`src/rtl/decode_2_4_seq.sv`:
```
// Streaming 2-to-4 decoder: codes are decoded on push into a 2-entry FIFO of
// one-hot words, drained over a valid/ready stream, with a saturating pop counter.
module decode_2_4_seq #(
    parameter int CNT_W = 8
) (
    input  logic             clk,
    input  logic             rst_n,
    input  logic [1:0]       in_code,
    input  logic             in_valid,
    output logic             in_ready,
    output logic [3:0]       out_onehot,
    output logic             out_valid,
    input  logic             out_ready,
    input  logic             cnt_clr,
    output logic [CNT_W-1:0] dec_cnt
);
    localparam logic [CNT_W-1:0] CNT_MAX = '1;

    logic [3:0]       mem_q [2];
    logic [3:0]       mem_d [2];
    logic             rd_ptr_q, rd_ptr_d;
    logic             wr_ptr_q, wr_ptr_d;
    logic [1:0]       count_q, count_d;
    logic [CNT_W-1:0] dec_cnt_q, dec_cnt_d;
    logic             push, pop;

    function automatic logic [3:0] decode_code(input logic [1:0] code);
        logic [3:0] onehot;
        case (code)
            2'b11:   onehot = 4'b0001;
            2'b10:   onehot = 4'b0010;
            2'b01:   onehot = 4'b0100;
            default: onehot = 4'b1000;
        endcase
        return onehot;
    endfunction

    // Handshake flags come only from registered state, so in_ready never sees out_ready.
    assign in_ready   = (count_q != 2'd2);
    assign out_valid  = (count_q != 2'd0);
    assign out_onehot = out_valid ? mem_q[rd_ptr_q] : 4'b0000;
    assign push       = in_valid && in_ready;
    assign pop        = out_valid && out_ready;
    assign dec_cnt    = dec_cnt_q;

    always_comb begin
        mem_d     = mem_q;
        wr_ptr_d  = wr_ptr_q;
        rd_ptr_d  = rd_ptr_q;
        count_d   = count_q;
        dec_cnt_d = dec_cnt_q;

        if (push) begin
            mem_d[wr_ptr_q] = decode_code(in_code);
            wr_ptr_d        = ~wr_ptr_q;
        end
        if (pop) begin
            rd_ptr_d = ~rd_ptr_q;
        end

        case ({push, pop})
            2'b10:   count_d = count_q + 2'd1;
            2'b01:   count_d = count_q - 2'd1;
            default: count_d = count_q;
        endcase

        // A clear wins over a coincident pop; that pop goes uncounted.
        if (cnt_clr) begin
            dec_cnt_d = '0;
        end else if (pop && (dec_cnt_q != CNT_MAX)) begin
            dec_cnt_d = dec_cnt_q + CNT_W'(1);
        end
    end

    // Storage carries no reset; occupancy alone decides what is visible.
    always_ff @(posedge clk) begin
        mem_q <= mem_d;
    end

    always_ff @(posedge clk or negedge rst_n) begin
        if (!rst_n) begin
            rd_ptr_q  <= 1'b0;
            wr_ptr_q  <= 1'b0;
            count_q   <= 2'd0;
            dec_cnt_q <= '0;
        end else begin
            rd_ptr_q  <= rd_ptr_d;
            wr_ptr_q  <= wr_ptr_d;
            count_q   <= count_d;
            dec_cnt_q <= dec_cnt_d;
        end
    end

endmodule

```
`config.mk`:
```
export PLATFORM = sky130hd
export DESIGN_NAME = decode_2_4_seq
export DESIGN_NICKNAME = d
export VERILOG_FILES = /design/src/rtl/decode_2_4_seq.sv
export SDC_FILE = /design/constraint.sdc
export NUM_CORES = 1
export LEC_CHECK = 0
export CORE_ASPECT_RATIO = 0.6
export CORE_UTILIZATION = 42
export CTS_BUF_LIST = sky130_fd_sc_hd__clkbuf_16
export CTS_CLUSTER_SIZE = 20
export DETAILED_ROUTE_END_ITERATION = 10
export PLACE_DENSITY = 0.68
export SLEW_MARGIN = 20
export SYNTH_ARGS = -nofsm -noshare
export SYNTH_HDL_FRONTEND = slang
export SYNTH_SLANG_ARGS = --single-unit
```
`constraint.sdc`:
```
create_clock -name clk -period 1.7 [get_ports clk]
set_input_delay 0.17 -clock clk [delete_from_list [all_inputs] [get_ports clk]]
set_output_delay 0.17 -clock clk [all_outputs]
set_load 0.03 [all_outputs]
```
# Yosys cells after proc, flatten, opt, wreduce, memory -nomap -nowiden
# Cells that the tools add are included.
[word_totals] out_inout_bits=14 input_bits=7 word_cells=42 register_bits=20
[classes] add_sub_neg=3 bitwise_logic=4 n_eq_ne=7 n_mux=12 n_reduce_logical=7 n_lt_le_gt_ge=3
[ops] operator="4-bit two-way mux" n=6
[ops] operator="8-bit two-way mux" n=2
[ops] operator="4-bit case mux with 3 select lines" n=1
[ops] operator="8-bit by 1-bit adder with 8-bit output, second input constant" n=1
[ops] operator="8-bit bitwise mux" n=1
[ops] operator="8-bit != test, second input constant" n=1
[ops] operator="2-bit == test, second input constant" n=3
[ops] operator="2-bit nonzero test" n=3
[ops] operator="4-bit demux with 1-bit select" n=1
[ops] operator="2-bit by 1-bit == test with 1-bit output, second input constant" n=2
[ops] operator="2-bit >= comparator, second input constant" n=2
[ops] operator="1-bit logical AND" n=4
[ops] operator="1-bit inverter with 2-bit output" n=2
[ops] operator="2-bit case mux with 2 select lines" n=1
[ops] operator="2-bit by 1-bit adder with 2-bit output, second input constant" n=1
[ops] operator="2-bit by 1-bit less-than comparator with 1-bit output, second input constant" n=1
[ops] operator="2-bit != test, second input constant" n=1
[ops] operator="1-bit inverter" n=2
[ops] operator="2-bit by 1-bit subtractor with 2-bit output, second input constant" n=1

# Depth between registers and ports, before layout
[depth] depth_word=6 ltp_mapped=7 ltp_nobuf=6

# Worst setup path after synthesis
# No wires, ideal clock.
[synth_timing] path_kind="register -> register" start="register dec_cnt_q[0] (netlist: dec_cnt[0])" end="register dec_cnt_q[5] (netlist: dec_cnt[5])" path_stages_with_launch=5 setup_ns=0.128 t_arrival_ns=1.583 period_less_slack_ns=1.711 path_slack_ns=-0.011 n_path_buf=0 required_ns=1.572 cell_sequence="dfrtp_1 > ha_1 > and4_1 > a211oi_2 > mux2_1"
[synth_via] elab_chain_len=3 elab_cells_between_ends=6 cone_classes="add/sub (1); eq/ne (1); mux (2); reduce/logical (2)"
[synth_rtl] item="start: declaration" line="24" rtl="logic [CNT_W-1:0] dec_cnt_q, dec_cnt_d;"
[synth_rtl] item="start signal: assignment" line="90" rtl="dec_cnt_q <= dec_cnt_d;"
[synth_rtl] item="8-bit by 1-bit adder with 8-bit output or 8-bit != test (tied branches)" line="71, 70"
[synth_rtl] item="8-bit two-way mux or 1-bit logical AND (tied branches)" line="70" rtl="end else if (pop && (dec_cnt_q != CNT_MAX)) begin"
[synth_rtl] item="8-bit two-way mux or 2-bit nonzero test (tied branches)"
# Several ways; a longest one is shown, not always the timed one. The select of a mux whose other input is x is not followed.
# A chain may end at the register's enable or synchronous reset.

# Worst setup path in the final report
# Same ends and word-level chain as after synthesis.

==> results.yml <==
run_status:
  status: "finished clean"
sta:
  rsz0062_at_grt: "false"
  finalClockSkew_ns: 0.00758
  finalSetupViolations: 0
  tns_ns: 0
  finalCritPeriodShare: 0.954
  fin_crit_ns: 1.62
  slew_headroom: 0.614
  fmax_ghz: 0.616
  final_max_slew_viol_count: 0
  finalHoldViolCount: 0
  finalWorstSetupSlack_ns: 0.0778
  tightestPinTransition_ns: 0.577
finish:
  drive_gt1_frac: 0.155
  antenna_cells: 0
  area_growth_pct: 37.0
  multi_input_area_sq_um: 448
  nets: 120
  final-seq-area_sq_um: 542
  fill_cells: 185
global_route:
  gr-total-overflow: 0
  grt_usage: 0.192
  antenna_found_initial: 0
  first_global_vias: 663
  grt_max_degree: 13
  grt_pass1_wl_mm: 3.39
placed_design:
  dpl_worst_slack_ns: 0.0580
  io_buffers: 20
  gp_congestion: 0.820
  dpl.hpwl_mm: 1.58
power:
  switching_share: 0.341
  p_int_uw: 1420
  p_seq_frac: 0.336
  power_frac_clock: 0.298
  power_leakage_uw: 0.000560
  power_density_nw_per_um2: 1580
  ir_drop_mv: 0.927
  netSwitchingPower_uw: 732
  p_comb_frac: 0.366
synth:
  synth_warnings: 0
  yosysUniqueCellTypes: 30
  synth_nets: 94
  yosysSeqAreaShare: 0.543
  yosys.cell_count.top_type: "dfrtp_1"
  async_flop_share: 0.600
  synth_edf_count: 8
  ys_ff_latch: 20
  yosysTopAreaCell: "dfrtp_1"
  netlist_area_sq_um: 995
  synth_commonest_cells: "dfrtp_1, nor2_1, edfxtp_1"
  synthTopCellsByArea: "dfrtp_1, edfxtp_1, mux2i_1"
  synth.avg_cell_area_sq_um: 11.7
  synth_top_area_share: 0.302
  postSynthCellCount: 85
  synth_ff_type: "dfrtp_1"
detailed_routing:
  detail-route-antenna-nets: 0
  wl_per_cell_microns: 15.1
  drt_iter0_markers: 42
  viasPerCell: 5.22
  drt-total-wl_mm: 2.11
  via_count: 731
  drtPass1Iterations: 4
  drc: 0
cts:
  cts_setup_buffers: 0
  cts_max_path_buffers: 2
  cts_root_buf: "clkbuf_16"
  cts_made_buffers: 3
  cts_tree: "built"
  cts.clk_slew.worst_paths_ns: 0.06
  clock_latency_ns: 0.25
  clkSinkCount: 20
  htreeDepth: 1
die:
  io_pins: 21
  start_util: 0.453
  fp.dieW_microns: 64.8
  die_h_microns: 39.7
  coreArea_sq_um: 2200
  dieArea_sq_um: 2570
  row_count: 13
critical_path:
  max_stage_delay_ns: 0.43
  crit_start: "dec_cnt[0]"
  reg2reg_from: "dec_cnt[0]"
  critical_path_class: "reg2reg"
  timing.critical_path.cells: "ha_2 -> and4_2 -> a211oi_2 -> mux2_1"
  worstSetupStartpointType: "register"
  worst_path_max_delay_cell: "dfrtp_2"
  critical_path_required_ns: 1.83
  cp_max_fo: 6
  endpoint_kind: "register"
  cp.arrival_ns: 1.75
flow_run:
  cap_violations: 0
hold_path:
  hp-class: "in2async"
## logic make-up (layout without fill, tap and decap cells)
group / after synthesis / count (layout) / synth area share
simple gates: 30 / 30 / 0.160
flops: 20 / 20 / 0.543
compound gates: 16 / 16 / 0.135
mux: 7 / 7 / 0.0730
xor+xnor: 5 / 5 / 0.0440
buf+inv: 5 / 30 / 0.0201
fa+ha+maj: 2 / 2 / 0.0252
## cells in the final DEF, fill, tap and decap left out, drive strengths merged
master	count
clkdlybuf4s50	14
dfrtp	12
nor2	10
edfxtp	8
dlygate4sd2	6
nor2b	5
mux2i	5
and3	4
a311oi	4
xnor2	4
buf	4
a21oi	4
nand2b	3
and2	3
clkbuf	3
nand2	2
mux2	2
a31oi	2
inv	2
a211oi	2
ha	2
o21ai	1
and4	1
o211ai	1
nand4	1
o211a	1
xor2	1
a41oi	1
nor3	1
bufinv	1
## final timing paths
check,depth (start not counted),end,slack [ns]
min in group clk,1,wr_ptr_q,0.50
max in group asynchronous,1,dec_cnt[0],1.01
worst max register to register,4,dec_cnt[5],0.08
worst max-delay path,4,dec_cnt[5],0.08
worst min-delay path,1,dec_cnt[1],0.28
worst min register to register,1,wr_ptr_q,0.50
## final cells by class
| type | instances | area share |
|---|---|---|
| tap | 30 | 0.0275 |
| clock buffer | 3 | 0.0551 |
| timing repair buffer | 24 | 0.163 |
| clock inverter | 1 | 0.0220 |
| inverter | 2 | 0.00551 |
| multi-input combinational | 60 | 0.329 |
| sequential | 20 | 0.398 |
## metrics by stage
| stage | std cells | power, uW | hold WS (ns) | cell area [sq um] | util |
|---|---|---|---|---|---|
| after global routing | 140 | 2270 | 0.326 | 1360 | 0.621 |
| after global placement | 136 | 1540 | 0.479 | 1250 | 0.570 |
| after CTS | 140 | 2150 | 0.305 | 1350 | 0.615 |
| after floorplan | 85 | 1230 | -0.126 | 996 | - |
| final | 140 | 2150 | 0.284 | 1360 | 0.621 |
| after detailed placement | 136 | 1560 | 0.492 | 1250 | 0.570 |
## what timing repair did
action / CTS / global route
hold buffers: 0 / 0
gates cloned: 0 / 0
endpoints found under the hold margin: 0 / 0
resized for setup: 7 / 3
setup endpoints to repair: 6 / 2
pin swaps: 0 / 0
## sequential cells by signal, summed over array words and instances, names as in the netlist
register	cells
count_q	2
dec_cnt	8
wr_ptr_q	1
mem_q	8
rd_ptr_q	1
## per-layer routing
metal  vias to the layer above  global-route usage  part of all wire
met5                         -                   0                 0
met4                         0              0.0333                 0
met3                         0              0.0610             0.031
met2                        11               0.289              0.43
met1                       357               0.270              0.54
li1                        363                   -                 -
## critical path: cells and delay by family (launching register included)
kind,cells,cell delay (ns)
flops,1,0.43
fa+ha+maj,1,0.22
compound gates,1,0.23
mux,1,0.34
simple gates,1,0.27
## power by group through the flow
stage                     sequential, uW  combinational (uW)  clock, uW
after CTS                            721                 780        648
after detailed placement             725                 833          0
after floorplan                      712                 523          0
after global routing                 736                 863        674
final                                721                 787        640
after global placement               719                 823          0
No activity file was read; power rests on OpenSTA's default activity.
